<file path="config.mk">
export PLATFORM = sky130hd
export DESIGN_NAME = serial_subtractor
export DESIGN_NICKNAME = d
export VERILOG_FILES = /design/src/rtl/serial_subtractor_pkg.sv /design/src/rtl/serial_subtractor_full_subtractor.sv /design/src/rtl/serial_subtractor.sv
export SDC_FILE = /design/constraint.sdc
export NUM_CORES = 1
export LEC_CHECK = 0
export CAP_MARGIN = 10
export CELL_PAD_IN_SITES_DETAIL_PLACEMENT = 0
export CELL_PAD_IN_SITES_GLOBAL_PLACEMENT = 1
export CORE_AREA = 2 2 52 54
export CTS_CLUSTER_SIZE = 40
export DETAILED_ROUTE_END_ITERATION = 8
export DIE_AREA = 0 0 54 56
export GPL_TIMING_DRIVEN = 0
export MAX_ROUTING_LAYER = met4
export PLACE_DENSITY = 0.7
export SETUP_SLACK_MARGIN = 0.15
export SYNTH_ARGS = -nofsm -noshare
export SYNTH_HDL_FRONTEND = slang
export SYNTH_SLANG_ARGS = --single-unit
</file>
<file path="constraint.sdc">
create_clock -name clk -period 1.86 [get_ports clk]
set_input_delay 0.372 -clock clk [delete_from_list [all_inputs] [get_ports clk]]
set_output_delay 0.372 -clock clk [all_outputs]
set_load 0.03 [all_outputs]
</file>
<file path="src/rtl/serial_subtractor_pkg.sv">
// Shared definitions for the bit-serial subtractor: FSM state encoding.
package serial_subtractor_pkg;

  typedef enum logic [1:0] {
    S_IDLE = 2'd0,
    S_RUN  = 2'd1,
    S_DONE = 2'd2
  } state_t;

endpackage

</file>
<file path="src/rtl/serial_subtractor_full_subtractor.sv">
// Purely combinational 1-bit full subtractor: d = a - b - bi, bo = borrow out.
module full_subtractor_1bit (
  input  logic a,
  input  logic b,
  input  logic bi,
  output logic d,
  output logic bo
);

  assign d  = a ^ b ^ bi;
  assign bo = (~a & b) | (~(a ^ b) & bi);

endmodule

</file>
<file path="src/rtl/serial_subtractor.sv">
// Bit-serial subtractor d = a - b - bi, LSB first, one bit per clock,
// built around a single full-subtractor cell and a registered borrow.
module serial_subtractor
  import serial_subtractor_pkg::*;
#(
  parameter int WIDTH = 4
) (
  input  logic             clk,
  input  logic             rst_n,
  input  logic             start,
  input  logic [WIDTH-1:0] a,
  input  logic [WIDTH-1:0] b,
  input  logic             bi,
  output logic             busy,
  output logic             done,
  output logic [WIDTH-1:0] d,
  output logic             bo,
  output logic             ovf
);

  localparam int CW = $clog2(WIDTH);

  state_t           state_reg, state_next;
  logic [WIDTH-1:0] a_reg, b_reg, d_reg;
  logic             brw_reg, bo_reg, ovf_reg;
  logic [CW-1:0]    cnt_reg;
  logic             cell_d, cell_bo;
  logic             last_bit;
  logic             accept;

  full_subtractor_1bit u_cell (
    .a  (a_reg[0]),
    .b  (b_reg[0]),
    .bi (brw_reg),
    .d  (cell_d),
    .bo (cell_bo)
  );

  assign last_bit = (cnt_reg == CW'(WIDTH - 1));

  always_comb begin
    state_next = state_reg;
    accept     = 1'b0;
    case (state_reg)
      S_IDLE: begin
        if (start) begin
          accept     = 1'b1;
          state_next = S_RUN;
        end
      end
      S_RUN: begin
        if (last_bit) state_next = S_DONE;
      end
      S_DONE: begin
        // A start seen in DONE chains straight into the next operation.
        if (start) begin
          accept     = 1'b1;
          state_next = S_RUN;
        end else begin
          state_next = S_IDLE;
        end
      end
      default: state_next = S_IDLE;
    endcase
  end

  always_ff @(posedge clk) begin
    if (!rst_n) begin
      state_reg <= S_IDLE;
      a_reg     <= '0;
      b_reg     <= '0;
      d_reg     <= '0;
      brw_reg   <= 1'b0;
      bo_reg    <= 1'b0;
      ovf_reg   <= 1'b0;
      cnt_reg   <= '0;
    end else begin
      state_reg <= state_next;
      if (accept) begin
        a_reg   <= a;
        b_reg   <= b;
        brw_reg <= bi;
        d_reg   <= '0;
        bo_reg  <= 1'b0;
        ovf_reg <= 1'b0;
        cnt_reg <= '0;
      end else if (state_reg == S_RUN) begin
        d_reg   <= {cell_d, d_reg[WIDTH-1:1]};
        a_reg   <= a_reg >> 1;
        b_reg   <= b_reg >> 1;
        brw_reg <= cell_bo;
        if (last_bit) begin
          // On the last step a_reg[0]/b_reg[0] hold the operand sign bits.
          bo_reg  <= cell_bo;
          ovf_reg <= (a_reg[0] ^ b_reg[0]) & (cell_d ^ a_reg[0]);
        end else begin
          cnt_reg <= cnt_reg + 1'b1;
        end
      end
    end
  end

  assign busy = (state_reg == S_RUN);
  assign done = (state_reg == S_DONE);
  assign d    = d_reg;
  assign bo   = bo_reg;
  assign ovf  = ovf_reg;

endmodule

</file>
; After elaboration in Yosys (flattened, before gate mapping)
; Cells that the tools add are included.
[totals]
regBits = 19
inputBits = 12
out_inout_bits = 8
elab_cells = 44
[classes]
add_sub_neg = 1
eq_ne = 5
n_mux = 12
n_bitwise = 11
n_reduce_logical = 7
[op_table]
columns = op, n
row1 = $mux W4, 4
row2 = $pmux W2 S3, 1
row3 = $reduce_and A2 Y1, 3
row4 = $mux W1, 5
row5 = $eq A2 B2 Y1 const B, 2
row6 = $mux W2, 2
row7 = $not A1 Y1, 4
row8 = $reduce_or A2 Y1, 2
row9 = $and A1 B1 Y1, 3
row10 = $xor A1 B1 Y1, 3
row11 = $add A2 B1 Y2 const B, 1
row12 = $eq A2 B1 Y1 const B, 1
row13 = $logic_not A2 Y1, 1
row14 = $ne A2 B1 Y1 const B, 1
row15 = $ne A2 B2 Y1 const B, 1
row16 = $reduce_bool A2 Y1, 1
row17 = $or A1 B1 Y1, 1

; Longest topological paths before layout
[logic_depth]
word_depth = 6
mapped_depth = 5
depth_no_buf = 5

; By module
; From an unflattened synthesis, not the netlist that was laid out.
[hier_totals]
hier_cells = 95
area_unflattened_um2 = 865.8
[modules_own_cells]
columns = module, n_inst, cells_per_inst, area_each_um2, seq_area_each_um2
row1 = serial_subtractor, 1, 91, 834.6, 380.4
row2 = full_subtractor_1bit, 1, 4, 31.3, 0.0

; Worst setup path before layout
; Ideal clock, no wire load.
[synth_timing]
path_kind = flip-flop to flip-flop
startpoint = reg a_reg[0]
endpoint = reg ovf_reg (netlist: ovf)
setup_ns = 0.072
t_arrival_ns = 1.419
setup_slack_ns = 0.369
stages_incl_launch_ff = 6
path_buffers = 0
path_cell_list = dfxtp_1 > inv_1 > fa_1 > xor2_1 > or3_1 > a21oi_1
[synth_via]
elab_chain_len = 4
[synth_lines]
columns = item, line
row1 = from (decl), serial_subtractor.sv:24  ; logic [WIDTH-1:0] a_reg, b_reg, d_reg;
row2 = from (signal assigned), serial_subtractor.sv:89  ; a_reg <= a_reg >> 1;
row3 = $xor A1 B1 Y1, "serial_subtractor_full_subtractor.sv:10, serial_subtractor.sv:95"
row4 = $xor A1 B1 Y1, serial_subtractor_full_subtractor.sv:10  ; assign d = a ^ b ^ bi;
row5 = $xor A1 B1 Y1, serial_subtractor.sv:95  ; ovf_reg <= (a_reg[0] ^ b_reg[0]) & (cell_d ^ a_reg[0]);
row6 = $and A1 B1 Y1 (*), serial_subtractor.sv:95
row7 = to (signal assigned), serial_subtractor.sv:95
row8 = to (decl), serial_subtractor.sv:25  ; logic brw_reg, bo_reg, ovf_reg;
; Mark *: on every way between the ends. The rest lies on a longest branch, timed or not.
; A chain may end at the register's enable or synchronous reset.

; Final worst setup path
[layout_timing]
startpoint = reg state_reg[1]
endpoint = out busy
[layout_via]
elab_chain_len = 1
[layout_lines]
columns = item, line
row1 = from (decl), serial_subtractor.sv:23  ; state_t state_reg, state_next;
row2 = from (signal assigned), serial_subtractor.sv:78  ; state_reg <= state_next;
row3 = $eq A2 B1 Y1, serial_subtractor.sv:103  ; assign busy = (state_reg == S_RUN);
row4 = to (decl), serial_subtractor.sv:14  ; output logic busy,
; No other way between the ends.

==> results.toml <==
[pwr]
total_power_uw = 784
vdd_drop_max_mv = 0.352
p_sw_uw = 209
internal_power_uw = 575
comb_power_share_pct = 17.0
p_leak_nw = 0.449
powerDensity_nw_per_um2 = 746
p_sw_share_pct = 26.7
p_seq_share_pct = 56.6
p_clk_share_pct = 26.4

[sta]
clock_skew_ns = 0.00132
worst_slew_pin_slew_ns = 0.402
slew_headroom_pct = 73.2
fmax_mhz = 625
final_hold_viol_count = 0
period_share_pct = 86.0
maxSlewViolCount = 0
rsz0062_at_grt = "false"
finalSetupViolations = 0
worst_slack_ns = 0.260
fin_crit_ns = 1.60
setup_tns_ns = 0

[worst_setup_path]
end_kind = "primary output"
cp.arrival_ns = 1.23
cp-start-kind = "register"
critPathKind = "reg -> out"
crit_path_max_fanout = 10
worstPathRequired_ns = 1.49

[route]
drt-initial-drc-count = 8
ant_nets = 0
first_pass_iters = 4
viasPerCell = 4.83
routed_wl_um = 1670
vias = 691
routedWlPerCell_um = 11.7
route.detailed.drc = 0

[logic_synthesis]
synth_top_area_cell = "dfxtp_1"
synth_edf_count = 0
syn-num-nets = 106
netlist_instances = 91
synth_compound_area_share_pct = 18.3
ys_warn_count = 0
ys_top_cells_by_count = "dfxtp_1 (19), nand2_1 (19), a21oi_1 (8)"
synth-xor-area-share_pct = 2.21
synth_fa_ha_area_share_pct = 5.69
avgSynthCellArea_um2 = 8.70
synth_top_family_by_area = "simple AND/OR/NAND/NOR gates"
synth_area_leaders = "dfxtp_1 (48%), nand2_1 (9.0%), a21oi_1 (5.1%), ha_1 (3.2%), a21boi_1 (2.8%)"
async_flop_share_pct = 0
synthMuxAreaShare_pct = 0
synth.top_cell.area_share_pct = 48.0
syn_area_um2 = 792
ys_ff_latch = 19
seq_area_frac_synth_pct = 48.0
synthSimpleGateAreaFrac_pct = 21.6
ys.flop_type = "dfxtp_1"
synthDistinctLibCells = 28

[placed_design]
post_dp_cell_area_um2 = 1010
place_ws_ns = -0.0272
post-dp-hpwl_um = 1230
routabilityCongestion = 0.719
portBuffers = 18
dp.cells = 139

[die]
start_util_pct = 32.6
ioPinCount = 20
core.rowCount = 18
die_w_um = 54
fp.dieH_um = 56
coreArea_um2 = 2430
dieArea_um2 = 3020

[global_routing]
grt_pass1_vias = 622
grt_max_degree = 11
antenna_found_initial = 0
grt_pass1_wl_um = 2830
grt_overflow_total = 0
grt_usage_pct = 13.0

[finish]
num_antenna_cells = 0
area_growth_syn_to_layout_pct = 32.7
final_nets = 129
drive_gt1_share_pct = 9.73
postLayoutCellArea_um2 = 1050
instances_no_fill = 143

[clock_network]
clk_pin_slew_ns = 0.10
post_cts_buffers = 0
cts.sinks = 19
clkLatencyLatePin_ns = 0.29
ctsHoldBuffers = 0
cts_tree = "yes"
cts_inserted_buffers = 3
cts-root-buf = "clkbuf_4"
h-tree-depth = 1
cts_buffer_depth = 2

[job]
maxCapViolCount = 0

[status]
outcome = "completed"

[worst_hold_path]
hold_path_class = "reg -> reg"
power by group through the flow:
| stage | combinational [mW] | sequential [mW] | clock (mW) |
|---|---|---|---|
| after floorplan | 0.0814 | 0.453 | 0 |
| after global placement | 0.130 | 0.452 | 0 |
| after detailed placement | 0.134 | 0.452 | 0 |
| after CTS | 0.133 | 0.443 | 0.216 |
| after global routing | 0.149 | 0.447 | 0.236 |
| final | 0.133 | 0.444 | 0.207 |
cell families after synthesis:
| family | after synthesis |
|---|---|
| simple gates | 37 |
| buf+inv | 7 |
| compound gates | 23 |
| flops | 19 |
| fa+ha+maj | 3 |
| xor+xnor | 2 |
layer usage:
metal / track usage [%] / up-vias / share of wire, %
li1: - / 355 / -
met1: 16.5 / 319 / 47
met2: 19.5 / 15 / 46
met3: 4.03 / 2 / 5.1
met4: 4.29 / 0 / 1.6
met5: - / - / 0
critical path: stages, from the launching register on:
cell      delay (ns)
dfxtp_1         0.35
nand2b_4        0.17
inv_4           0.08
buf_6           0.14
clkbuf_4        0.19
cells in the final DEF, fill, tap and decap left out, types with 2 or more instances in the layout:
cell type	count
a21boi_1	3
clkdlybuf4s50_1	10
dfxtp_1	18
dlygate4sd2_1	4
a21oi_1	8
a22oi_1	3
nor2b_1	2
nand2_1	19
clkbuf_4	4
a31oi_1	2
clkbuf_1	3
nor2_1	5
ha_1	2
buf_2	2
nor3_1	2
dlymetal6s2s_1	3
nand3_1	4
o221ai_1	2
o21ai_0	2
worst paths after layout:
| kind | startpoint | endpoint | slack, ns | cells past startpoint |
|---|---|---|---|---|
| setup / recovery | state_reg[1] | busy | 0.26 | 4 |
| hold / removal | ovf | ovf | 0.46 | 2 |
| setup reg to reg | a_reg[0] | ovf | 0.26 | 5 |
| hold reg to reg | ovf | ovf | 0.46 | 2 |
repair_timing:
action | 4_1_cts | 5_1_grt
cloned | 0 | 0
setup endpoints to repair | 5 | 4
resized for setup | 7 | 11
final cells by class:
type                            count  area [um^2]
Sequential cell                    19          382
Inverter                            2         10.0
Tap cell                           30         37.5
Timing Repair Buffer               18          180
Multi-Input combinational cell     65          387
Fill cell                         263         1380
Clock buffer                        4         26.3
Buffer                              5         28.8
per-stage QoR:
stage	utilization, %	hold slack (ns)
CTS	42.4	0.463
floorplan	-	0.434
finish	43.2	0.457
global placement	41.5	0.441
global route	43.2	0.479
detailed placement	41.5	0.447
Power figures use the tool's default switching activity.
